## config.mk

```make
export PLATFORM = sky130hd
export DESIGN_NAME = debug_hart_ctrl
export DESIGN_NICKNAME = d
export VERILOG_FILES = /design/src/rtl/debug_hart_ctrl.sv
export SDC_FILE = /design/constraint.sdc
export NUM_CORES = 1
export LEC_CHECK = 0
export CAP_MARGIN = 20
export CORE_AREA = 2 2 116 118
export CTS_CLUSTER_SIZE = 12
export DETAILED_ROUTE_END_ITERATION = 8
export DIE_AREA = 0 0 118 120
export PLACE_DENSITY = 0.8
export REMOVE_ABC_BUFFERS = 1
export SYNTH_ARGS = -nofsm -noshare
export SYNTH_HDL_FRONTEND = slang
export SYNTH_SLANG_ARGS = --single-unit
```

## constraint.sdc

```tcl
create_clock -name CLK -period 3.77 [get_ports CLK]
set_input_delay 0.754 -clock CLK [delete_from_list [all_inputs] [get_ports CLK]]
set_output_delay 0.754 -clock CLK [all_outputs]
set_load 0.02 [all_outputs]
```

## src/rtl/debug_hart_ctrl.sv

```systemverilog
// -----------------------------------------------------------------------------
// debug_hart_ctrl
//
// Hart-side responder for the debug module's run-control and abstract-register
// interface. It sequences halt / resume / hart-reset requests, stalls and
// redirects the RV32 core, owns dcsr, dpc, dscratch0 and misa, and forwards
// GPR abstract accesses to the core register file.
//
// Ports
//   CLK, RST          clock, asynchronous active-high reset
//   I_HALTREQ         halt request (level)
//   I_RESUMEREQ       resume request (level)
//   I_HARTRESET       hart reset request (level)
//   O_HALTED          hart is halted
//   O_RUNNING         hart is running
//   O_RESUMEACK       resume acknowledged (high while resuming)
//   I_AR_EN/WR/AD/DO  abstract register access strobe, direction, regno, wdata
//   O_AR_DI           registered abstract read data
//   O_CORE_STALL      stall pipeline at next instruction boundary
//   I_CORE_IDLE       core stopped at an instruction boundary
//   I_CORE_PC         PC of the next instruction to execute
//   O_CORE_PC_LOAD    one-cycle pulse: core loads O_CORE_PC
//   O_CORE_PC         resume PC (dpc)
//   O_CORE_RESET      core reset
//   O_GPR_WE/ADDR/WDATA  GPR write port / read index
//   I_GPR_RDATA       combinational GPR read data for O_GPR_ADDR
// -----------------------------------------------------------------------------
module debug_hart_ctrl #(
    parameter logic [31:0] MISA_VAL       = 32'h4000_1105,
    parameter logic [3:0]  DCSR_XDEBUGVER = 4'd4
) (
    input  logic        CLK,
    input  logic        RST,
    input  logic        I_HALTREQ,
    input  logic        I_RESUMEREQ,
    input  logic        I_HARTRESET,
    output logic        O_HALTED,
    output logic        O_RUNNING,
    output logic        O_RESUMEACK,
    input  logic        I_AR_EN,
    input  logic        I_AR_WR,
    input  logic [15:0] I_AR_AD,
    input  logic [31:0] I_AR_DO,
    output logic [31:0] O_AR_DI,
    output logic        O_CORE_STALL,
    input  logic        I_CORE_IDLE,
    input  logic [31:0] I_CORE_PC,
    output logic        O_CORE_PC_LOAD,
    output logic [31:0] O_CORE_PC,
    output logic        O_CORE_RESET,
    output logic        O_GPR_WE,
    output logic [4:0]  O_GPR_ADDR,
    output logic [31:0] O_GPR_WDATA,
    input  logic [31:0] I_GPR_RDATA
);

    typedef enum logic [2:0] {
        ST_RUN,
        ST_HALTING,
        ST_HALTED,
        ST_RESUMING,
        ST_HRESET
    } state_e;

    localparam logic [15:0] REG_DCSR      = 16'h07B0;
    localparam logic [15:0] REG_DPC       = 16'h07B1;
    localparam logic [15:0] REG_DSCRATCH0 = 16'h07B2;
    localparam logic [15:0] REG_MISA      = 16'h0301;

    state_e      state_q, state_d;
    logic        pc_load_q, pc_load_d;
    logic [31:0] dpc_q, dpc_d;
    logic [31:0] dscratch0_q, dscratch0_d;
    logic [31:0] ar_di_q, ar_di_d;
    // dcsr is kept as its individual live fields; the constant parts are
    // only assembled on read.
    logic        ebreakm_q, ebreakm_d;
    logic        step_q, step_d;
    logic [1:0]  prv_q, prv_d;
    logic [2:0]  cause_q, cause_d;

    logic        halted;
    logic        is_gpr;
    logic        gpr_x0;
    logic        ar_write;
    logic [31:0] dcsr_rd;
    logic [31:0] rd_val;

    assign halted   = (state_q == ST_HALTED);
    assign is_gpr   = (I_AR_AD[15:5] == 11'h080);   // 0x1000..0x101F
    assign gpr_x0   = (I_AR_AD[4:0] == 5'd0);
    // Accesses sample the current state, so one landing on the same edge
    // as HALTED->RESUMING is still honoured.
    assign ar_write = I_AR_EN & I_AR_WR & halted;
    assign dcsr_rd  = {DCSR_XDEBUGVER, 12'd0, ebreakm_q, 6'd0, cause_q,
                       3'd0, step_q, prv_q};

    // ---------------------------------------------------------------- FSM
    always_comb begin
        // NOTE: every always_comb output gets a default first so no path
        // leaves it unassigned, which would otherwise infer a latch.
        state_d   = state_q;
        pc_load_d = 1'b0;
        if (I_HARTRESET) begin
            state_d = ST_HRESET;
        end else begin
            unique case (state_q)
                ST_RUN:      if (I_HALTREQ) state_d = ST_HALTING;
                ST_HALTING:  if (I_CORE_IDLE) state_d = ST_HALTED;
                ST_HALTED:   if (I_RESUMEREQ && !I_HALTREQ) begin
                                 state_d   = ST_RESUMING;
                                 pc_load_d = 1'b1;
                             end
                ST_RESUMING: if (I_HALTREQ) state_d = ST_HALTING;
                             else if (!I_RESUMEREQ) state_d = ST_RUN;
                ST_HRESET:   state_d = I_HALTREQ ? ST_HALTING : ST_RUN;
                default:     state_d = ST_RUN;
            endcase
        end
    end

    // ------------------------------------------------------ register file
    always_comb begin
        rd_val = 32'd0;
        if (is_gpr) begin
            rd_val = gpr_x0 ? 32'd0 : I_GPR_RDATA;
        end else begin
            unique case (I_AR_AD)
                REG_DCSR:      rd_val = dcsr_rd;
                REG_DPC:       rd_val = dpc_q;
                REG_DSCRATCH0: rd_val = dscratch0_q;
                REG_MISA:      rd_val = MISA_VAL;
                default:       rd_val = 32'd0;
            endcase
        end
    end

    always_comb begin
        ar_di_d     = ar_di_q;
        dpc_d       = dpc_q;
        dscratch0_d = dscratch0_q;
        ebreakm_d   = ebreakm_q;
        step_d      = step_q;
        prv_d       = prv_q;
        cause_d     = cause_q;

        // Read data holds until the next access; outside HALTED it reads 0.
        if (I_AR_EN) begin
            ar_di_d = halted ? rd_val : 32'd0;
        end

        if (ar_write && !is_gpr) begin
            unique case (I_AR_AD)
                REG_DCSR: begin
                    ebreakm_d = I_AR_DO[15];
                    step_d    = I_AR_DO[2];
                    prv_d     = I_AR_DO[1:0];
                end
                REG_DPC:       dpc_d       = {I_AR_DO[31:1], 1'b0};
                REG_DSCRATCH0: dscratch0_d = I_AR_DO;
                default:       ;
            endcase
        end

        if (state_q == ST_HALTING && state_d == ST_HALTED) begin
            dpc_d   = I_CORE_PC;
            cause_d = 3'd3;          // cause = haltreq
        end

        // Hart reset wins over any concurrent write.
        if (I_HARTRESET) begin
            dpc_d     = 32'd0;
            ebreakm_d = 1'b0;
            step_d    = 1'b0;
            prv_d     = 2'b11;
            cause_d   = 3'd0;
        end
    end

    // NOTE: sequential state uses non-blocking assignments so every flop
    // samples the pre-edge values regardless of statement order.
    always_ff @(posedge CLK or posedge RST) begin
        if (RST) begin
            state_q     <= ST_RUN;
            pc_load_q   <= 1'b0;
            dpc_q       <= 32'd0;
            dscratch0_q <= 32'd0;
            ar_di_q     <= 32'd0;
            ebreakm_q   <= 1'b0;
            step_q      <= 1'b0;
            prv_q       <= 2'b11;
            cause_q     <= 3'd0;
        end else begin
            state_q     <= state_d;
            pc_load_q   <= pc_load_d;
            dpc_q       <= dpc_d;
            dscratch0_q <= dscratch0_d;
            ar_di_q     <= ar_di_d;
            ebreakm_q   <= ebreakm_d;
            step_q      <= step_d;
            prv_q       <= prv_d;
            cause_q     <= cause_d;
        end
    end

    // ------------------------------------------------------------ outputs
    assign O_RUNNING      = (state_q == ST_RUN);
    assign O_HALTED       = halted;
    assign O_RESUMEACK    = (state_q == ST_RESUMING);
    assign O_CORE_STALL   = (state_q == ST_HALTING) || halted ||
                            (state_q == ST_RESUMING);
    assign O_CORE_RESET   = (state_q == ST_HRESET);
    assign O_CORE_PC_LOAD = pc_load_q;
    assign O_CORE_PC      = dpc_q;
    assign O_AR_DI        = ar_di_q;

    assign O_GPR_ADDR  = I_AR_EN ? I_AR_AD[4:0] : 5'd0;
    assign O_GPR_WE    = ar_write & is_gpr & ~gpr_x0;
    assign O_GPR_WDATA = I_AR_DO;

endmodule

```

==> flow_summary.html, run 1 <==
<table>
<tr><th>Metric</th><th>Value</th></tr>
<tr><th colspan="2">Power</th></tr>
<tr><td>Largest vdd supply drop</td><td>199.2 uV</td></tr>
<tr><td>Overall Power</td><td>2603 uW</td></tr>
<tr><td>Leak pwr</td><td>0.003393 uW</td></tr>
<tr><td>Power density over cell area</td><td>321.2 mW/mm2</td></tr>
<tr><th colspan="2">CTS</th></tr>
<tr><td>Clock-pin slew of the registers on the worst-case setup and hold paths</td><td>0.07 ns</td></tr>
<tr><td>Clock tree from TritonCTS</td><td>yes</td></tr>
<tr><td>H-tree depth</td><td>3</td></tr>
<tr><td>CTS Buf Count</td><td>9</td></tr>
<tr><td>Number of buffers inserted by post-CTS setup repair</td><td>0</td></tr>
<tr><td>Clock sink count</td><td>105</td></tr>
<tr><td>Master cell of the clock root buffer</td><td>sky130_fd_sc_hd__clkbuf_16</td></tr>
<tr><td>Clock insertion delay at the later pin of the skew report</td><td>0.33 ns</td></tr>
<tr><td>Buffers from clock root to sink, at most</td><td>2</td></tr>
<tr><th colspan="2">Synth</th></tr>
<tr><td>Number of enable-type register cells in the synthesized netlist</td><td>0</td></tr>
<tr><td>Synthesized flop and latch total</td><td>105</td></tr>
<tr><td>Cell area after synthesis</td><td>0.005460 mm2</td></tr>
<tr><td>Register area share after synthesis</td><td>48.17%</td></tr>
<tr><td>Ys flop type</td><td>sky130_fd_sc_hd__dfrtp_1</td></tr>
<tr><td>Number of different library cells in the post-synthesis netlist</td><td>46</td></tr>
<tr><td>Fraction of registers with async set/reset</td><td>100.0%</td></tr>
<tr><td>Yosys warning total</td><td>0</td></tr>
<tr><td>Mean Syn Cell Area</td><td>10.38 um2</td></tr>
<tr><td>Post-synthesis instance total</td><td>526</td></tr>
<tr><th colspan="2">Global routing</th></tr>
<tr><td>Met2 Use GR</td><td>43.75%</td></tr>
<tr><td>GRT met1 Usage</td><td>28.22%</td></tr>
<tr><td>Initial antenna violation count</td><td>0</td></tr>
<tr><td>Via count of the first global-routing pass</td><td>5252</td></tr>
<tr><td>Gr ovfl total</td><td>0</td></tr>
<tr><td>Largest net degree at the start of global routing</td><td>61</td></tr>
<tr><td>Top Usage Layer GRT</td><td>met2</td></tr>
<tr><td>Global-route wire length before repair</td><td>27260 um</td></tr>
<tr><td>Total GRT Usage</td><td>24.15%</td></tr>
<tr><td>Global Route met3 Usage</td><td>5.894%</td></tr>
<tr><th colspan="2">STA</th></tr>
<tr><td>Least setup slack across all paths after layout</td><td>0.4291 ns</td></tr>
<tr><td>Hold violation total from the final report</td><td>0</td></tr>
<tr><td>Actual transition at the worst max-transition pin</td><td>0.7359 ns</td></tr>
<tr><td>Clock skew</td><td>0.007872 ns</td></tr>
<tr><td>Highest attainable clock frequency</td><td>0.2993 GHz</td></tr>
<tr><td>Period utilisation layout</td><td>88.62%</td></tr>
<tr><td>RSZ-0062 raised after global routing</td><td>false</td></tr>
<tr><td>Fin. max-slew vios</td><td>0</td></tr>
<tr><td>Setup tns final</td><td>0 ns</td></tr>
<tr><td>Final critical path time including I/O delays and setup</td><td>3.341 ns</td></tr>
<tr><td>Final setup violation count</td><td>0</td></tr>
<tr><td>Worst relative slew slack</td><td>50.75%</td></tr>
<tr><th colspan="2">Placement</th></tr>
<tr><td>Final weighted congestion in routability-driven placement</td><td>0.8883</td></tr>
<tr><td>Area of placed instances</td><td>0.007802 mm2</td></tr>
<tr><td>Setup WS pre-CTS</td><td>0.03121 ns</td></tr>
<tr><td>IO buf count</td><td>227</td></tr>
<tr><td>Sum of net half-perimeters after detailed placement</td><td>12370 um</td></tr>
<tr><td>Number of placed cells counting well taps</td><td>884</td></tr>
<tr><th colspan="2">Cells and area</th></tr>
<tr><td>Layout cell share with drive strength beyond 1</td><td>9.530%</td></tr>
<tr><td>Net total in the final layout</td><td>839</td></tr>
<tr><td>Post-route cell area</td><td>0.008104 mm2</td></tr>
<tr><td>Post-route insts no fill</td><td>900</td></tr>
<tr><td>Area growth from synthesis to layout</td><td>48.42%</td></tr>
<tr><td>Antenna diode count</td><td>0</td></tr>
<tr><th colspan="2">Floorplan</th></tr>
<tr><td>Num ports</td><td>228</td></tr>
<tr><td>Area of the placeable core</td><td>0.01298 mm2</td></tr>
<tr><td>Total die area</td><td>0.01416 mm2</td></tr>
<tr><td>Overall die width</td><td>118 um</td></tr>
<tr><td>Initial Utilization</td><td>42.07%</td></tr>
<tr><td>Rows</td><td>42</td></tr>
<tr><td>Chip Height</td><td>120 um</td></tr>
<tr><th colspan="2">Setup path</th></tr>
<tr><td>Capturing element type of the critical path</td><td>output port</td></tr>
<tr><td>Arrival time of data at the critical path endpoint</td><td>2.59 ns</td></tr>
<tr><td>Largest fanout on the critical path</td><td>2</td></tr>
<tr><td>Source of the worst register-to-register timing path</td><td>state_q[1]$_DFF_PP0_</td></tr>
<tr><td>WP data required</td><td>3.02 ns</td></tr>
<tr><td>Worst Path Class, Setup</td><td>in2out</td></tr>
<tr><td>Critical Path Source Type</td><td>input port</td></tr>
<tr><td>Endpoint of the worst register-to-register path</td><td>O_CORE_PC[23]$_DFFE_PP0P_</td></tr>
<tr><td>Path depth of the worst reg2reg path</td><td>6</td></tr>
<tr><td>Slack of the worst reg-to-reg path</td><td>1.47 ns</td></tr>
<tr><th colspan="2">Routing</th></tr>
<tr><td>Final wirelength</td><td>17290 um</td></tr>
<tr><td>Wire per inst</td><td>19.21 um</td></tr>
<tr><td>Vias after detailed routing</td><td>4978</td></tr>
<tr><td>Number of detailed-route iterations in the first pass</td><td>6</td></tr>
<tr><td>Number of DRC violations after detailed routing</td><td>0</td></tr>
<tr><td>Number of violations reported at the end of detailed-routing iteration 0</td><td>338</td></tr>
<tr><td>Via count normalized by instance count</td><td>5.531</td></tr>
<tr><td>Antenna violation net count after detailed routing</td><td>0</td></tr>
<tr><th colspan="2">Flow run</th></tr>
<tr><td>Count of maximum capacitance violations</td><td>0</td></tr>
<tr><th colspan="2">Outcome</th></tr>
<tr><td>Run status</td><td>finished, final reports clean</td></tr>
<tr><th colspan="2">Worst hold path</th></tr>
<tr><td>Path category of the worst min-delay check</td><td>reg2reg</td></tr>
<tr><td>Startpoint of the lowest-slack hold path</td><td>dscratch0_q[2]$_DFFE_PP0P_</td></tr>
<tr><td>Worst Hold Path EP</td><td>dscratch0_q[2]$_DFFE_PP0P_</td></tr>
<tr><td>Hold path depth</td><td>1</td></tr>
</table>
-- state kept, by name, indices dropped and copies added (netlist names) --
name            cells
O_CORE_PC_LOAD      1
cause_q             1
state_q             3
O_AR_DI            32
prv_q               2
dscratch0_q        32
O_CORE_PC          32
ebreakm_q           1
step_q              1
-- placed cells by master, fill, tap and decap left out, types with 2 or more instances in the layout --
cell type                         synthesis  layout
sky130_fd_sc_hd__nand2b_1                 2       2
sky130_fd_sc_hd__nor3b_1                  3       3
sky130_fd_sc_hd__nor3_1                   4       3
sky130_fd_sc_hd__buf_12                   0       2
sky130_fd_sc_hd__and2_1                   7       7
sky130_fd_sc_hd__o32ai_2                  7       7
sky130_fd_sc_hd__buf_4                   36      25
sky130_fd_sc_hd__clkbuf_16                0       9
sky130_fd_sc_hd__clkinv_4                 0       2
sky130_fd_sc_hd__mux2_2                   5       5
sky130_fd_sc_hd__dfstp_2                  2       2
sky130_fd_sc_hd__nor2b_1                  2       2
sky130_fd_sc_hd__nand3b_1                 3       3
sky130_fd_sc_hd__inv_1                   37      36
sky130_fd_sc_hd__nor2_1                   7       6
sky130_fd_sc_hd__o21ai_1                  5       4
sky130_fd_sc_hd__a221oi_1                 8       8
sky130_fd_sc_hd__a222oi_1                22      22
sky130_fd_sc_hd__dfrtp_1                103     103
sky130_fd_sc_hd__nand2_1                 67      66
sky130_fd_sc_hd__o32ai_1                  2       2
sky130_fd_sc_hd__or4_1                    2       2
sky130_fd_sc_hd__clkbuf_1                29       2
sky130_fd_sc_hd__o22ai_1                 23      23
sky130_fd_sc_hd__nand3_1                  7       7
sky130_fd_sc_hd__clkdlybuf4s50_1          0     224
sky130_fd_sc_hd__a211oi_4                 1       2
sky130_fd_sc_hd__mux2_1                  63      63
sky130_fd_sc_hd__or3_1                    4       4
sky130_fd_sc_hd__a21oi_1                 47      47
sky130_fd_sc_hd__or4b_1                   2       2
sky130_fd_sc_hd__buf_2                    4       2
sky130_fd_sc_hd__o21ai_0                  3       3
-- synth_stat cells (all sizes together), types with 8 or more instances --
library cell    n  area [um2]
clkbuf         29       108.9
buf            43       301.5
o21ai           8       40.03
nand2          67       251.5
a221oi          8       70.07
a21oi          47       235.2
o32ai           9       131.4
a222oi         22       220.2
o22ai          23       143.9
dfrtp         103        2577
inv            37       138.9
mux2           68       765.7
-- per-stage QoR --
stage,utilization [%],hold WS [ns]
final,62.43,0.4929
after global routing,62.43,0.5041
after CTS,62.42,0.4912
after detailed placement,60.11,0.4736
after global placement,60.11,0.4686
after floorplan,-,0.4586
-- logic make-up (layout without fill, tap and decap cells) --
kind of cell | after synthesis | after routing | synth area share (%)
compound gates | 124 | 124 | 16.75
buf+inv | 109 | 307 | 10.06
flops | 105 | 105 | 48.17
mux | 68 | 68 | 14.02
simple gates | 120 | 120 | 11.00
-- area by class of cell --
class | count | area [um2]
Fill cell | 1085 | 4876
Tap cell | 176 | 220.2
Multi-Input combinational cell | 312 | 2321
Sequential cell | 105 | 2630
Clock inverter | 4 | 52.55
Clock buffer | 12 | 246.5
Timing Repair Buffer | 254 | 2492
Inverter | 37 | 141.4
-- worst max path at each step --
stage / startpoint / endpoint / cells past startpoint
4_1_cts: I_AR_AD[5] / O_GPR_WE / 6
5_1_grt: I_AR_AD[5] / O_GPR_WE / 6
2_1_floorplan: I_AR_AD[13] / O_CORE_PC[10]$_DFFE_PP0P_ / 5
3_5_place_dp: I_AR_AD[5] / O_GPR_WE / 6
6_report: I_AR_AD[5] / O_GPR_WE / 6
3_3_place_gp: I_AR_AD[5] / O_GPR_WE / 6
-- repair_timing --
| item | in CTS | in global routing |
|---|---|---|
| hold endpoints to repair | 0 | 0 |
| endpoints found under the setup margin | 0 | 1 |
| gates resized for setup | 0 | 1 |
| hold buffers | 0 | 0 |
-- critical path: stages --
cell and delay (ns):
sky130_fd_sc_hd__clkdlybuf4s50_1 0.42, sky130_fd_sc_hd__or4_1 0.59, sky130_fd_sc_hd__nor4b_2 0.29, sky130_fd_sc_hd__and2_1 0.18, sky130_fd_sc_hd__nor2b_1 0.11, sky130_fd_sc_hd__dlymetal6s2s_1 0.24
-- routing by layer --
layer | up-vias | share of wire, %
met5 | - | 0
met4 | 0 | 1.4
met3 | 24 | 8.6
met2 | 243 | 51
met1 | 2465 | 39
li1 | 2246 | -
-- where the power goes --
part	switching, uW	total [uW]	internal, uW
registers	30.9	1190	1160
logic	216	465	249
clock network	412	947	536
total	658	2600	1950
No activity file was read; power rests on OpenSTA's default activity.
==> run 2, diff against run 1 <==
==> constraint.sdc (replaced) <==
create_clock -name CLK -period 3.45 [get_ports CLK]
set_input_delay 0.69 -clock CLK [delete_from_list [all_inputs] [get_ports CLK]]
set_output_delay 0.69 -clock CLK [all_outputs]
set_load 0.02 [all_outputs]
==> run 2 against run 1 <==
Critical path depth unchanged. Sequential share of layout area decreased by 0.64 points. Setup slack worse by 0.33 ns. Clock-buffer cell count stayed put. Highest routed layer unchanged.
==> flow_summary.html, run 2 (synthesis results as in run 1) <==
<table>
<tr><th>Metric</th><th>Value</th></tr>
<tr><th colspan="2">Setup path</th></tr>
<tr><td>Worst Path Class, Setup</td><td>in2out</td></tr>
<tr><td>Path depth of the worst reg2reg path</td><td>7 (+1)</td></tr>
<tr><td>Slack of the worst reg-to-reg path</td><td>1.28 ns (-0.19 ns)</td></tr>
<tr><td>Arrival time of data at the critical path endpoint</td><td>2.67 ns (+0.08 ns)</td></tr>
<tr><td>Largest fanout on the critical path</td><td>2 (unchanged)</td></tr>
<tr><td>Critical Path Source Type</td><td>input port</td></tr>
<tr><td>WP data required</td><td>2.76 ns (-0.26 ns)</td></tr>
<tr><td>Endpoint of the worst register-to-register path</td><td>O_CORE_PC[10]$_DFFE_PP0P_</td></tr>
<tr><td>Source of the worst register-to-register timing path</td><td>state_q[2]$_DFF_PP0_</td></tr>
<tr><td>Capturing element type of the critical path</td><td>output port</td></tr>
<tr><th colspan="2">Floorplan</th></tr>
<tr><td>Initial Utilization</td><td>42.07% (unchanged)</td></tr>
<tr><td>Area of the placeable core</td><td>0.01298 mm2 (unchanged)</td></tr>
<tr><td>Rows</td><td>42 (unchanged)</td></tr>
<tr><td>Total die area</td><td>0.01416 mm2 (unchanged)</td></tr>
<tr><td>Overall die width</td><td>118 um (unchanged)</td></tr>
<tr><td>Num ports</td><td>228 (unchanged)</td></tr>
<tr><td>Chip Height</td><td>120 um (unchanged)</td></tr>
<tr><th colspan="2">STA</th></tr>
<tr><td>Actual transition at the worst max-transition pin</td><td>0.7002 ns (-0.03570 ns)</td></tr>
<tr><td>Final critical path time including I/O delays and setup</td><td>3.356 ns</td></tr>
<tr><td>Setup tns final</td><td>0 ns (unchanged)</td></tr>
<tr><td>Clock skew</td><td>0.005116 ns (-0.002756 ns)</td></tr>
<tr><td>Least setup slack across all paths after layout</td><td>0.09426 ns (-0.3349 ns)</td></tr>
<tr><td>Period utilisation layout</td><td>97.27%</td></tr>
<tr><td>Final setup violation count</td><td>0 (unchanged)</td></tr>
<tr><td>RSZ-0062 raised after global routing</td><td>false</td></tr>
<tr><td>Highest attainable clock frequency</td><td>0.2980 GHz</td></tr>
<tr><td>Worst relative slew slack</td><td>53.32% (+2.6 points)</td></tr>
<tr><td>Fin. max-slew vios</td><td>0 (unchanged)</td></tr>
<tr><td>Hold violation total from the final report</td><td>0 (unchanged)</td></tr>
<tr><th colspan="2">Cells and area</th></tr>
<tr><td>Commonest non-fill, non-tap cells in the layout</td><td>sky130_fd_sc_hd__clkdlybuf4s50_1, sky130_fd_sc_hd__dfrtp_1, sky130_fd_sc_hd__nand2_1</td></tr>
<tr><td>Net total in the final layout</td><td>847 (+0.95%)</td></tr>
<tr><td>Most common library cell in the layout ignoring fill and taps</td><td>sky130_fd_sc_hd__clkdlybuf4s50_1</td></tr>
<tr><td>Antenna diode count</td><td>0 (unchanged)</td></tr>
<tr><td>Post-route cell area</td><td>0.008267 mm2 (+2.0%)</td></tr>
<tr><td>Area growth from synthesis to layout</td><td>51.40%</td></tr>
<tr><td>Layout cell share with drive strength beyond 1</td><td>10.66% (+1.1 points)</td></tr>
<tr><td>Post-route insts no fill</td><td>908 (+0.89%)</td></tr>
<tr><td>Filler instances</td><td>1056 (-2.7%)</td></tr>
<tr><th colspan="2">Worst hold path</th></tr>
<tr><td>Hold path depth</td><td>1 (unchanged)</td></tr>
<tr><td>Worst Hold Path EP</td><td>dscratch0_q[2]$_DFFE_PP0P_</td></tr>
<tr><td>Path category of the worst min-delay check</td><td>reg2reg</td></tr>
<tr><td>Startpoint of the lowest-slack hold path</td><td>dscratch0_q[2]$_DFFE_PP0P_</td></tr>
<tr><th colspan="2">Placement</th></tr>
<tr><td>IO buf count</td><td>227 (unchanged)</td></tr>
<tr><td>Sum of net half-perimeters after detailed placement</td><td>12500 um (+1.0%)</td></tr>
<tr><td>Setup WS pre-CTS</td><td>-0.1711 ns (-0.2024 ns)</td></tr>
<tr><td>Final weighted congestion in routability-driven placement</td><td>0.9057 (+2.0%)</td></tr>
<tr><td>Area of placed instances</td><td>0.007938 mm2 (+1.7%)</td></tr>
<tr><td>Number of placed cells counting well taps</td><td>892 (+0.90%)</td></tr>
<tr><th colspan="2">Global routing</th></tr>
<tr><td>Via count of the first global-routing pass</td><td>5280 (+0.53%)</td></tr>
<tr><td>Gr ovfl total</td><td>0 (unchanged)</td></tr>
<tr><td>Total GRT Usage</td><td>24.77% (+0.63 points)</td></tr>
<tr><td>Global-route wire length before repair</td><td>27820 um (+2.1%)</td></tr>
<tr><td>Initial antenna violation count</td><td>0 (unchanged)</td></tr>
<tr><td>Largest net degree at the start of global routing</td><td>57 (-6.6%)</td></tr>
<tr><th colspan="2">Power</th></tr>
<tr><td>Sequential fraction of design power</td><td>44.2% (-1.5 points)</td></tr>
<tr><td>Sw power</td><td>720.8 uW (+9.5%)</td></tr>
<tr><td>Power density over cell area</td><td>356.3 mW/mm2 (+11%)</td></tr>
<tr><td>Cell internal pwr</td><td>2224 uW (+14%)</td></tr>
<tr><td>Share of power burned in the clock network</td><td>38.3% (+1.9 points)</td></tr>
<tr><td>Part of the power in combinational logic</td><td>17.5% (-0.4 points)</td></tr>
<tr><td>Leak pwr</td><td>0.003460 uW (+2.0%)</td></tr>
<tr><td>Largest vdd supply drop</td><td>197.2 uV (-0.99%)</td></tr>
<tr><td>Switching power share of the total</td><td>24.47% (-0.81 points)</td></tr>
<tr><th colspan="2">CTS</th></tr>
<tr><td>Clock insertion delay at the later pin of the skew report</td><td>0.34 ns (about the same)</td></tr>
<tr><td>Clock tree from TritonCTS</td><td>yes</td></tr>
<tr><td>Clock sink count</td><td>105 (unchanged)</td></tr>
<tr><td>Clock-pin slew of the registers on the worst-case setup and hold paths</td><td>0.07 ns (about the same)</td></tr>
<tr><td>H-tree depth</td><td>3 (unchanged)</td></tr>
<tr><td>Master cell of the clock root buffer</td><td>sky130_fd_sc_hd__clkbuf_16</td></tr>
<tr><td>CTS Buf Count</td><td>9 (unchanged)</td></tr>
<tr><td>Buffers from clock root to sink, at most</td><td>2 (unchanged)</td></tr>
<tr><th colspan="2">Routing</th></tr>
<tr><td>Via count normalized by instance count</td><td>5.508 (-0.42%)</td></tr>
<tr><td>Vias after detailed routing</td><td>5001 (+0.46%)</td></tr>
<tr><td>Number of detailed-route iterations in the first pass</td><td>9 (+3)</td></tr>
<tr><td>Number of violations reported at the end of detailed-routing iteration 0</td><td>412 (+22%)</td></tr>
<tr><td>Final wirelength</td><td>17390 um (+0.58%)</td></tr>
<tr><td>Antenna violation net count after detailed routing</td><td>0 (unchanged)</td></tr>
<tr><td>Number of DRC violations after detailed routing</td><td>0 (unchanged)</td></tr>
<tr><td>Wire per inst</td><td>19.15 um (-0.31%)</td></tr>
<tr><th colspan="2">Outcome</th></tr>
<tr><td>Run status</td><td>finished, final reports clean</td></tr>
<tr><th colspan="2">Flow run</th></tr>
<tr><td>Count of maximum capacitance violations</td><td>0 (unchanged)</td></tr>
</table>
[run 2: through the flow]
step           total power, uW  hold slack (ns)  util [%]
6_report                  2945           0.4942     63.69
5_1_grt                   3049           0.5047     63.69
4_1_cts                   2961           0.4937     63.69
3_5_place_dp              1841           0.4790     61.15
3_3_place_gp              1830           0.4681     61.15
2_1_floorplan             1466           0.4586         -
[run 2: what timing repair did]
item                                    in CTS  in global routing
setup buffers                                0                  0
hold buffers                                 0                  0
endpoints found under the setup margin       1                  0
gates resized for setup                      1                  0
[run 2: worst max path at each step]
stage	startpoint	to	cells past startpoint
after global placement	I_AR_AD[5]	O_GPR_WE	6
after global routing	I_AR_AD[5]	O_GPR_WE	6
after detailed placement	I_AR_AD[5]	O_GPR_WE	6
after floorplan	I_AR_AD[13]	O_CORE_PC[10]$_DFFE_PP0P_	5
final	I_AR_AD[5]	O_GPR_WE	6
after CTS	I_AR_AD[5]	O_GPR_WE	6
[run 2: area by class of cell]
type                            count  area [um2]  area share, %
Sequential cell                   105        2630          31.81
Timing Repair Buffer              262        2624          31.74
Multi-Input combinational cell    312        2321          28.08
Clock buffer                       12       256.5          3.103
Tap cell                          176       220.2          2.664
Inverter                           37       141.4          1.710
Clock inverter                      4       73.82         0.8930
[run 2: power groups by stage]
| stage | combinational (uW) | sequential, uW | clock (uW) |
|---|---|---|---|
| 3_5_place_dp | 517 | 1320 | 0 |
| 6_report | 515 | 1300 | 1130 |
| 4_1_cts | 520 | 1300 | 1140 |
| 5_1_grt | 548 | 1310 | 1190 |
| 2_1_floorplan | 105 | 1360 | 0 |
| 3_3_place_gp | 508 | 1320 | 0 |
[run 2: layer usage]
metal | vias up | wire length (um) | GRT usage, %
met2 | 231 | 8792 | 43.79
met1 | 2487 | 6823 | 29.34
met4 | 0 | 282 | 8.434
met5 | - | 0 | 0
met3 | 23 | 1487 | 6.369
li1 | 2260 | - | -
[run 2: critical path: stages]
cell and delay (ns):
sky130_fd_sc_hd__clkdlybuf4s50_1 0.42, sky130_fd_sc_hd__or4_1 0.58, sky130_fd_sc_hd__nor4b_2 0.29, sky130_fd_sc_hd__and2_1 0.21, sky130_fd_sc_hd__nor2b_1 0.13, sky130_fd_sc_hd__dlygate4sd2_1 0.34
